$ cat src/rtl/panel_pkg.sv
// Shared definitions for the panel row sequencer.
//  - Row geometry: ROW_BITS, COMPONENT_BITS, LEDS_PER_ROW
//  - FSM state encoding (row_state_e)
//  - Row timing helper and the row length constant at the default sizing
package panel_pkg;

  localparam int ROW_BITS       = 384;  // 16 LEDs x 3 colours x 8 bits
  localparam int COMPONENT_BITS = 8;
  localparam int LEDS_PER_ROW   = 16;
  localparam int DEF_NUM_ROWS   = 16;
  localparam int DEF_PWM_STEPS  = 256;

  typedef enum logic [3:0] {
    ST_IDLE    = 4'd0,
    ST_FETCH   = 4'd1,
    ST_CAPTURE = 4'd2,
    ST_BLOAD   = 4'd3,
    ST_BSHIFT  = 4'd4,
    ST_BLATCH  = 4'd5,
    ST_PLOAD   = 4'd6,
    ST_PSHIFT  = 4'd7,
    ST_PLATCH  = 4'd8,
    ST_ROWEND  = 4'd9
  } row_state_e;

  // Cycles from the cycle enable is sampled to ROWEND inclusive:
  // enable-sample + FETCH + CAPTURE + ROWEND, plus one load/shift/latch
  // burst for brightness and one per PWM step.
  function automatic int row_cycles(input int shift_len, input int pwm_steps);
    return 4 + (shift_len + 2) * (pwm_steps + 1);
  endfunction

  localparam int ROW_CYCLES = row_cycles(LEDS_PER_ROW, DEF_PWM_STEPS); // 4630

endpackage

$ cat src/rtl/shift_burst_counter.sv
// Shift burst generator shared by the brightness and PWM shift phases.
//  clk, reset : clock, async active-high reset
//  start      : 1-cycle pulse; shift goes high on the following cycle
//  shift      : high for SHIFT_LEN consecutive cycles
//  done       : high on the last shift cycle so the FSM leaves without a bubble
module shift_burst_counter #(
  parameter int SHIFT_LEN = 16
) (
  input  logic clk,
  input  logic reset,
  input  logic start,
  output logic shift,
  output logic done
);

  localparam int              CW  = $clog2(SHIFT_LEN + 1);
  localparam logic [CW-1:0]   LEN = CW'(SHIFT_LEN);

  logic [CW-1:0] cnt;

  always_ff @(posedge clk or posedge reset) begin
    if (reset)            cnt <= '0;
    else if (start)       cnt <= LEN;
    else if (cnt != '0)   cnt <= cnt - CW'(1);
  end

  assign shift = (cnt != '0);
  assign done  = (cnt == CW'(1));

endmodule

$ cat src/rtl/panel_row_sequencer.sv
// Panel row sequencer: fetches one row from the frame buffer, then runs the
// brightness load/shift/latch and PWM_STEPS load/shift/latch bursts for it
// before advancing to the next row.
//  clk, reset      : clock, async active-high reset
//  enable          : run scan, sampled in IDLE and at ROWEND only
//  rd_addr/rd_data : frame buffer read port, data one cycle after address
//  row_colors      : captured row, held for the whole row
//  load_brightness, load_led_vals, shift, latch : panel driver controls
//  pwm_time        : current PWM step
//  blank, row_sel  : row blanking and row mux select
//  frame_done      : pulse when the last row completes
module panel_row_sequencer
  import panel_pkg::*;
#(
  parameter  int NUM_ROWS  = DEF_NUM_ROWS,
  parameter  int SHIFT_LEN = LEDS_PER_ROW,
  parameter  int PWM_STEPS = DEF_PWM_STEPS,
  localparam int ROW_W     = $clog2(NUM_ROWS),
  localparam int PWM_W     = $clog2(PWM_STEPS)
) (
  input  logic                clk,
  input  logic                reset,
  input  logic                enable,
  output logic [ROW_W-1:0]    rd_addr,
  input  logic [ROW_BITS-1:0] rd_data,
  output logic [ROW_BITS-1:0] row_colors,
  output logic                load_brightness,
  output logic                load_led_vals,
  output logic                shift,
  output logic [PWM_W-1:0]    pwm_time,
  output logic                latch,
  output logic                blank,
  output logic [ROW_W-1:0]    row_sel,
  output logic                frame_done
);

  localparam logic [ROW_W-1:0] LAST_ROW  = ROW_W'(NUM_ROWS - 1);
  localparam logic [PWM_W-1:0] LAST_STEP = PWM_W'(PWM_STEPS - 1);

  row_state_e       state, state_nx;
  logic [ROW_W-1:0] row;
  logic             burst_start, burst_done;

  shift_burst_counter #(.SHIFT_LEN(SHIFT_LEN)) u_burst (
    .clk   (clk),
    .reset (reset),
    .start (burst_start),
    .shift (shift),
    .done  (burst_done)
  );

  // The row counter doubles as the read address; it only moves at ROWEND,
  // so the address is stable through IDLE and FETCH.
  assign rd_addr = row;

  // State register
  always_ff @(posedge clk or posedge reset) begin
    if (reset) state <= ST_IDLE;
    else       state <= state_nx;
  end

  // Next state
  always_comb begin
    state_nx = state;
    unique case (state)
      ST_IDLE:    if (enable) state_nx = ST_FETCH;
      ST_FETCH:   state_nx = ST_CAPTURE;
      ST_CAPTURE: state_nx = ST_BLOAD;
      ST_BLOAD:   state_nx = ST_BSHIFT;
      ST_BSHIFT:  if (burst_done) state_nx = ST_BLATCH;
      ST_BLATCH:  state_nx = ST_PLOAD;
      ST_PLOAD:   state_nx = ST_PSHIFT;
      ST_PSHIFT:  if (burst_done) state_nx = ST_PLATCH;
      ST_PLATCH:  state_nx = (pwm_time == LAST_STEP) ? ST_ROWEND : ST_PLOAD;
      ST_ROWEND:  state_nx = enable ? ST_FETCH : ST_IDLE;
      default:    state_nx = ST_IDLE;
    endcase
  end

  // Control pulses, decoded from state so they are one-hot by construction
  always_comb begin
    load_brightness = 1'b0;
    load_led_vals   = 1'b0;
    latch           = 1'b0;
    burst_start     = 1'b0;
    frame_done      = 1'b0;
    unique case (state)
      ST_BLOAD:  begin load_brightness = 1'b1; burst_start = 1'b1; end
      ST_PLOAD:  begin load_led_vals   = 1'b1; burst_start = 1'b1; end
      ST_BLATCH: latch = 1'b1;
      ST_PLATCH: latch = 1'b1;
      ST_ROWEND: frame_done = (row == LAST_ROW);
      default: ;
    endcase
  end

  // Row/step registers. pwm_time saturates at LAST_STEP rather than wrapping;
  // it is cleared at BLATCH so it is already 0 when the first PLOAD fires.
  always_ff @(posedge clk or posedge reset) begin
    if (reset) begin
      row        <= '0;
      row_sel    <= '0;
      row_colors <= '0;
      pwm_time   <= '0;
      blank      <= 1'b1;
    end else begin
      unique case (state)
        ST_CAPTURE: begin
          row_colors <= rd_data;
          row_sel    <= row;
        end
        ST_BLATCH: begin
          blank    <= 1'b0;
          pwm_time <= '0;
        end
        ST_PLATCH: if (pwm_time != LAST_STEP) pwm_time <= pwm_time + PWM_W'(1);
        ST_ROWEND: begin
          blank <= 1'b1;
          row   <= (row == LAST_ROW) ? '0 : row + ROW_W'(1);
        end
        default: ;
      endcase
    end
  end

endmodule

$ cat config.mk
export PLATFORM = sky130hd
export DESIGN_NAME = panel_row_sequencer
export DESIGN_NICKNAME = d
export VERILOG_FILES = /design/src/rtl/panel_pkg.sv /design/src/rtl/shift_burst_counter.sv /design/src/rtl/panel_row_sequencer.sv
export SDC_FILE = /design/constraint.sdc
export NUM_CORES = 1
export LEC_CHECK = 0
export ABC_AREA = 1
export BUFFER_PORTS_ARGS = -buffer_cell sky130_fd_sc_hd__buf_2
export CORE_AREA = 2 2 305 307
export CTS_CLUSTER_DIAMETER = 60
export CTS_CLUSTER_SIZE = 40
export DETAILED_ROUTE_END_ITERATION = 7
export DIE_AREA = 0 0 307 309
export GPL_TIMING_DRIVEN = 1
export RECOVER_POWER = 25
export SLEW_MARGIN = 20
export SYNTH_ARGS = -nofsm -noshare
export SYNTH_HDL_FRONTEND = slang
export SYNTH_SLANG_ARGS = --single-unit
$ cat constraint.sdc
create_clock -name clk -period 27.5 [get_ports clk]
set_input_delay 2.75 -clock clk [delete_from_list [all_inputs] [get_ports clk]]
set_output_delay 2.75 -clock clk [all_outputs]
set_load 0.01 [all_outputs]
Yosys cells after proc, flatten, opt, wreduce, memory -nomap -nowiden
Cells that the tools add are included.

storage, ports and cells
  word-level logic and storage cells = 53
  output and inout bits = 406
  bits in registers = 410
  bits of input ports = 387

operators by class
  $add $sub $neg = 3
  mux-type cells = 17
  reduce and logical (&&, ||, !) cells = 9
  eq/ne operators = 17

operators with widths
  cell                 number
  $pmux 4 s10          1
  $mux 4               5
  $eq 4x3->1 const B   4
  $pmux 8 s2           1
  $eq 4x4->1 const B   3
  $mux 5               2
  $add 8x1->8 const B  1
  $eq 4x2->1 const B   2
  $eq 8x8->1 const B   1
  $mux 8               1
  $ne 2x2->1 const B   4
  $ne 8x8->1 const B   1
  $mux 1               6
  $reduce_bool 2->1    3
  $eq 5x1->1 const B   1
  $reduce_bool 5->1    1
  $sub 5x1->5 const B  1
  $add 4x1->4 const B  1
  $eq 4x1->1 const B   1
  $logic_not 4->1      1
  $reduce_or 2->1      2
  $reduce_and 3->1     1
  $pmux 1 s2           1
  $reduce_and 2->1     1

Logic depth before layout (Yosys ltp)
Gate-level depths: netlist of run 1.

  depth after elaboration = 4
  gate-level depth with buffers = 8
  gate-level depth less buffers = 8

By module
From an unflattened synthesis of run 1, not the netlist that was laid out.

second synthesis, totals
  cell total of the unflattened synthesis = 1,000
  area, all modules = 17,290.3 um2

by module, submodules not included
  module               instances  cells each  area each (um2)  sequential area each (um2)
  panel_row_sequencer  1          964         16,995.0         10,136.0
  shift_burst_counter  1          36          295.3            125.1

Worst setup path before layout of run 1
No wires, ideal clock.

  kind = register -> output
  start = reg state[1]
  end = out frame_done
  path buffers = 0
  stages on the path, launching flop included = 6
  data required time = 24,750 ps
  arrival = 1,152 ps
  path slack = 23,598 ps
  cell sequence = dfrtp_1 -> inv_2 -> nand2_1 -> nor2_1 -> inv_1 -> nor2_1

on the way
  longest elaborated chain between the ends = 2

RTL lines
  element                 line                       RTL
  from (decl)             panel_row_sequencer.sv:40  row_state_e state, state_nx;
  from (signal assigned)  panel_row_sequencer.sv:59  else state <= state_nx;
  $eq 4x4->1              panel_row_sequencer.sv:87  unique case (state)
  $mux 1                  panel_row_sequencer.sv:87
  to (decl)               panel_row_sequencer.sv:34  output logic frame_done

No other way between the ends.

Final worst setup path of run 1
  start = reg state[1]
  end = reg row_colors[110]

on the way
  longest elaborated chain between the ends = 1

RTL lines
  element               line                        RTL
  $eq 4x2->1            panel_row_sequencer.sv:107  unique case (state)
  to (signal assigned)  panel_row_sequencer.sv:109  row_colors <= rd_data;
  to (decl)             panel_row_sequencer.sv:26   output logic [ROW_BITS-1:0] row_colors,

No other way between the ends.
A chain may end at the register's enable or synchronous reset.

==> summary.txt, run 1 <==
Outcome
  – Status: complete, but fails checks
  – Violated checks: max-capacitance violations, max-slew violations

Cells and area
  – Fin util: 25.1%
  – Nets: 2180
  – Layout Cells excl Fill: 3004
  – Area grow syn2layout: 29.9%
  – Fill cell count: 9749
  – Most frequent cells in the layout: 791 x buf_2, 409 x dfrtp_1, 223 x mux2_1
  – Finished Cell Area: 22900 um^2
  – Register area: 10300 um^2
  – Share of cells above drive strength 1: 56.7%
  – Most common cell after layout, fill and taps aside: buf_2
  – Area used by multi-input combinational logic: 5550 um^2

Timing
  – Max Clock Skew: 0.0336 ns
  – FMAX: 0.120 GHz
  – Tmin final: 8.32 ns
  – Worst-Margin Slew: 4.95 ns
  – Final Hold Vio Count: 0
  – Final Cycle Share: 30.3%
  – Setup TNS: 0 ns
  – WHS: 0.486 ns
  – Unrepaired setup endpoints after global routing: no
  – Slew HR: -232%
  – Setup-failing EPs final: 0
  – Final Max Slew Viols: 353

Clock network
  – CTS max path bufs: 3
  – H-tree lvl count: 2
  – # hold bufs at CTS: 0
  – CTS root buf: clkbuf_16
  – Sinks on Clock Net: 410
  – Clk slew on worst S/H paths: 0.08 ns
  – Clk_lat worst skew: 0.58 ns
  – CTS Buf Count: 39
  – Post-cts resize count: 0
  – CTS tree: yes
  – Post-CTS Setup Inserts: 0

Critical path
  – CP Launch Point: state[1]$_DFFE_PP0P_
  – R2R depth: 7
  – Worst r2r dst: row_colors[110]$_DFFE_PP0P_
  – Register-to-Register Setup Slack: 19.18 ns
  – CP max FO: 93
  – Worst setup path endpoint: row_colors[110]$_DFFE_PP0P_
  – Critical Path Start Type: register
  – Critical Path End Type: register
  – Reg2reg start: state[1]$_DFFE_PP0P_
  – Critical path data required time: 27.95 ns
  – Critical path arrival: 8.77 ns
  – WS Path Type: register to register

Synth
  – Synth warnings: 0
  – Area contributors post-synth: dfrtp_1 58%, mux2_4 33%, buf_12 4.8%, nand2_1 1.1%, nand3_1 0.60%
  – Post-synthesis adder-cell area fraction: 0.284%
  – Post-Synthesis Cells: 991
  – Synth unique cells: 27
  – Synth Area in Simple Gates: 2.48%
  – Mapped Area: 17600 um^2
  – Post-Syn Nets: 1382
  – Largest family of logic cells by synthesized area: multiplexers
  – Synth Area in Compound Gates: 0.611%
  – Avg Cell Area, Syn: 17.8 um^2
  – Post-Synth XOR/XNOR Area: 0.199%
  – Synth top area share: 58.1%
  – Post-synthesis register bit count: 410
  – Register area share after synthesis: 58.2%
  – Post-synthesis mux area share: 32.8%
  – Synth area leader: dfrtp_1

Global route
  – Initial antenna violation count: 6
  – Total grt overflow: 0
  – Largest net degree at the start of global routing: 162
  – First-pass GRT wire length: 71600 um
  – Vias in the first global route: 11300
  – GRT Util Overall: 9.84%

Detailed routing
  – Vias/cell: 3.68
  – Vias: 11000
  – DR DRC count: 0
  – Routed Antenna Nets: 0
  – DRT iter0 DRCs: 635
  – Final WL: 49800 um
  – DR WL/cell: 16.6 um
  – Pre-antenna DRT Iters: 6

Pwr
  – Worst IR Drop VDD: 38.0 uV
  – Pwr Density: 60.7 nW/um^2
  – Static Leak: 11.5 nW

Floorplanning
  – CORE AREA: 91400 um^2
  – Die Area: 94900 um^2
  – Io pins: 793
  – Die extent in x: 307 um
  – Die height: 309 um
  – Row count: 111
  – Starting Density: 19.3%

Placement
  – Gpl congestion: 0.809
  – # port buffers: 792
  – Dpl cells: 2934
  – Total placed instance area: 22300 um^2
  – Post-DP HPWL: 37500 um

Min path
  – Hold_sp: row_colors[48]$_DFFE_PP0P_
  – Worst hold path class: register to register

Job
  – Max Cap Viol: 5
through the flow:
stage	total power [mW]	setup slack [ns]
2_1_floorplan	0.722	13.34
3_3_place_gp	0.796	22.08
3_5_place_dp	0.798	22.05
4_1_cts	1.43	22.51
5_1_grt	1.45	18.32
6_report	1.39	19.18
cell families after synthesis:
logic type	after synthesis
simple gates	100
buf+inv	68
compound gates	20
fa+ha+maj	4
xor+xnor	4
flops	410
mux	385
registers in the layout, summed over array words and instances (netlist names):
register,flops
state,4
row_colors,384
rd_addr,4
row_sel,4
u_burst.cnt,5
blank,1
pwm_time,8
cell usage after synthesis:
| master | count |
|---|---|
| clkbuf_8 | 1 |
| nor3_1 | 2 |
| xnor2_1 | 2 |
| and3_1 | 1 |
| a21oi_2 | 1 |
| a21oi_1 | 4 |
| inv_1 | 23 |
| mux2_2 | 1 |
| mux2_4 | 384 |
| nand3_1 | 21 |
| a31oi_1 | 1 |
| xor2_1 | 2 |
| and2_1 | 1 |
| buf_12 | 42 |
| nor2_1 | 18 |
| nor2_4 | 2 |
| dfrtp_1 | 409 |
| inv_2 | 1 |
| nand2_2 | 1 |
| buf_6 | 1 |
| nand2_1 | 52 |
| o21ai_0 | 13 |
| nand2_4 | 1 |
| a211oi_1 | 1 |
| nand4_1 | 1 |
| dfstp_2 | 1 |
| ha_1 | 4 |
where the power goes:
part | switching (mW) | internal, mW | total, mW
combinational | 0.0589 | 0.0626 | 0.121
clock | 0.273 | 0.347 | 0.621
sequential | 0.0171 | 0.631 | 0.649
total | 0.349 | 1.04 | 1.39
how the worst min path moves through the flow:
stage,slack [ns],cells after the start,to
detailed placement,0.47,2,u_burst.cnt[4]$_DFFE_PP0P_
CTS,0.49,2,u_burst.cnt[4]$_DFFE_PP0P_
global placement,0.47,2,u_burst.cnt[4]$_DFFE_PP0P_
global route,0.49,1,row_colors[196]$_DFFE_PP0P_
finish,0.49,1,row_colors[48]$_DFFE_PP0P_
floorplan,0.45,2,u_burst.cnt[4]$_DFFE_PP0P_
worst max-delay path, cell delays in order, from the launching register on:
cell,delay [ns]
dfrtp_1,0.39
inv_1,0.17
nor2_4,0.04
nand2_1,2.98
clkbuf_1,2.19
buf_4,1.04
buf_4,0.83
mux2_4,0.35
area by class of cell:
class	count	area share, %
Sequential cell	410	44.8
Multi-Input combinational cell	513	24.2
Timing Repair Buffer	801	17.6
Tap cell	1186	6.48
Clock buffer	43	4.56
Clock inverter	25	1.87
Inverter	24	0.399
Antenna cell	2	0.0219
per-layer routing:
metal	routed length (um)	up-vias	track usage, %
li1	-	5024	-
met1	20200	5511	12.0
met2	24700	436	16.4
met3	3540	71	3.03
met4	1400	4	3.63
met5	24	-	0
Power figures use the tool's default switching activity.
==> inputs of run 2 (changes only) <==
- clock period: 27.5 -> 7.85 ns (I/O delays scaled with it)
==> run 2 against run 1 <==
Net effect:
- the flow still finishes with violations (max-capacitance violations, max-slew violations)
- clock-buffer cell count grew 4
- clock power increased to 3.2 times the previous value
- power grew to 3.4 times the previous value
- sequential cell count is the same
- critical endpoint is now row_colors[267]$_DFFE_PP0P_
- global-route usage is 0.68 points lower
- clock skew down 0.0072 ns
- wire length decreased by 5.0%
==> summary.txt, run 2 (synthesized netlist as in run 1, its figures left out) <==
Detailed routing
  – Vias: 11000 (-0.66%)
  – Vias/cell: 3.65 (-0.66%)
  – Pre-antenna DRT Iters: 7 (+1)
  – Routed Antenna Nets: 0 (unchanged)
  – DR DRC count: 0 (unchanged)
  – DRT iter0 DRCs: 596 (-6.1%)
  – DR WL/cell: 15.8 um (-5.0%)
  – Final WL: 47300 um (-5.0%)

Global route
  – Total grt overflow: 0 (unchanged)
  – Vias in the first global route: 11300 (+0.53%)
  – Initial antenna violation count: 1 (-5)
  – M1 GR Usage: 10.8% (-1.2 points)
  – Grt met2 use: 16.1% (-0.27 points)
  – M3 GR Usage: 2.50% (-0.53 points)
  – First-pass GRT wire length: 68600 um (-4.1%)
  – Largest net degree at the start of global routing: 145 (-10%)
  – Top Usage Layer GRT: met2
  – GRT Util Overall: 9.17% (-0.68 points)

Cells and area
  – Reg with most FFs: row_colors
  – Register area: 10300 um^2 (unchanged)
  – Most frequent cells in the layout: 754 x buf_2, 409 x dfrtp_1, 327 x mux2_4
  – Finished Cell Area: 23400 um^2 (+2.1%)
  – Diode count: 0 (-2)
  – Area grow syn2layout: 32.6%
  – Area used by multi-input combinational logic: 6180 um^2 (+11%)
  – Most common cell after layout, fill and taps aside: buf_2
  – Share of cells above drive strength 1: 63.9% (+7.3 points)
  – Nets: 2179 (-0.046%)
  – Number of flip-flops in the largest register: 384 (unchanged)
  – Fill cell count: 9623 (-1.3%)
  – Biggest regs: row_colors (384), pwm_time (8), u_burst.cnt (5)

Timing
  – Final Hold Vio Count: 0 (unchanged)
  – Worst-Margin Slew: 3.25 ns (-1.70 ns)
  – Final Max Slew Viols: 104 (-71%)
  – Unrepaired setup endpoints after global routing: no
  – Setup TNS: 0 ns (unchanged)
  – Slew HR: -116% (+120 points)
  – Max Clock Skew: 0.0264 ns (-0.00722 ns)
  – Setup-failing EPs final: 0 (unchanged)
  – Final Cycle Share: 55.5% (+25 points)
  – FMAX: 0.230 GHz (+91%)
  – Tmin final: 4.36 ns (-3.97 ns)

Clock network
  – CTS max path bufs: 3 (unchanged)
  – CTS tree: yes
  – Post-CTS Setup Inserts: 0 (unchanged)
  – Clk slew on worst S/H paths: 0.08 ns (about the same)
  – # hold bufs at CTS: 0 (unchanged)
  – Clk_lat worst skew: 0.57 ns (about the same)
  – Post-cts resize count: 0 (unchanged)
  – CTS root buf: clkbuf_16
  – CTS Buf Count: 38 (-2.6%)
  – Sinks on Clock Net: 410 (unchanged)
  – H-tree lvl count: 2 (unchanged)

Floorplanning
  – CORE AREA: 91400 um^2 (unchanged)
  – Die extent in x: 307 um (unchanged)
  – Row count: 111 (unchanged)
  – Starting Density: 19.3% (unchanged)
  – Io pins: 793 (unchanged)
  – Die Area: 94900 um^2 (unchanged)
  – Die height: 309 um (unchanged)

Outcome
  – Violated checks: max-capacitance violations, max-slew violations
  – Status: complete, but fails checks

Critical path
  – Critical Path Start Type: register
  – Crit-path leading delay family: simple AND/OR/NAND/NOR gates
  – Critical path data required time: 8.29 ns (-19.66 ns)
  – WS Path Type: register to register
  – WP buf/inv: 1 (-3)
  – Critical Path End Type: register
  – Critical path arrival: 4.79 ns (-3.98 ns)
  – Slowest CP cell: nand2_1
  – Critical path, cell by cell: nor2_1 -> nand2_1 -> buf_12 -> mux2_4
  – Slowest stage delay, CP: 1.82 ns (-1.16 ns)
  – CP max FO: 118 (+27%)

Pwr
  – Pwr Density: 201 nW/um^2 (+230%)
  – Static Leak: 12.3 nW (+6.6%)
  – Worst IR Drop VDD: 140 uV (+270%)

Job
  – Max Cap Viol: 2 (-3)

Placement
  – # port buffers: 792 (unchanged)
  – Post-DP HPWL: 35000 um (-6.6%)
  – Gpl congestion: 0.771 (-4.6%)
  – Total placed instance area: 22300 um^2 (+0.15%)

Min path
  – Worst hold path class: primary input to async pin
## run 2: cell types whose count changed in the layout (fill, tap and decap cells not counted), sizes merged, moves of 3 or more
cell and change:
clkbuf +39, buf -35, bufinv -5, clkinvlp +3
## run 2: cell type report
cell class / instances / area share, %
Sequential cell: 410 / 43.9
Multi-Input combinational cell: 513 / 26.4
Timing Repair Buffer: 801 / 17.2
Tap cell: 1186 / 6.35
Clock buffer: 47 / 4.61
Clock inverter: 23 / 1.07
Inverter: 24 / 0.391
## run 2: routing by layer
layer | wire length [um] | vias to the layer above
met1 | 18500 | 5465
met2 | 24300 | 431
met4 | 1090 | 2
li1 | - | 5013
met3 | 3440 | 62
met5 | 13 | -
## run 2: power breakdown
part	switching (mW)	internal [mW]	total, mW
logic	0.202	0.251	0.453
clock network	0.919	1.06	1.98
registers	0.0596	2.21	2.27
## run 2: metrics by stage
stage,setup WS (ns),instances,hold slack (ns),total power [mW],util [%]
global placement,4.93,2934,0.460,2.78,24.4
global route,3.17,3004,0.327,4.91,25.6
finish,3.49,3004,0.315,4.70,25.6
detailed placement,4.92,2934,0.461,2.79,24.4
CTS,4.81,3004,0.147,4.80,25.9
floorplan,1.54,991,0.448,2.53,-
## run 2: worst reg2reg max path, cell delays in order, from the launching register on
cell,delay [ns]
dfrtp_1,0.42
nor2_1,0.19
nand2_1,1.82
buf_12,0.87
mux2_4,0.93
## run 2: worst paths after layout
path	from	to	slack, ns	cells past startpoint
max	state[3]$_DFFE_PP0P_	row_colors[267]$_DFFE_PP0P_	3.49	4
min	reset	row_colors[336]$_DFFE_PP0P_	0.32	2
max reg2reg	state[3]$_DFFE_PP0P_	row_colors[267]$_DFFE_PP0P_	3.49	4
min reg2reg	blank$_DFFE_PP1P_	blank$_DFFE_PP1P_	0.47	2
max in group asynchronous	reset	row_colors[314]$_DFFE_PP0P_	4.46	4
min in group clk	rd_data[367]	row_colors[367]$_DFFE_PP0P_	0.42	2
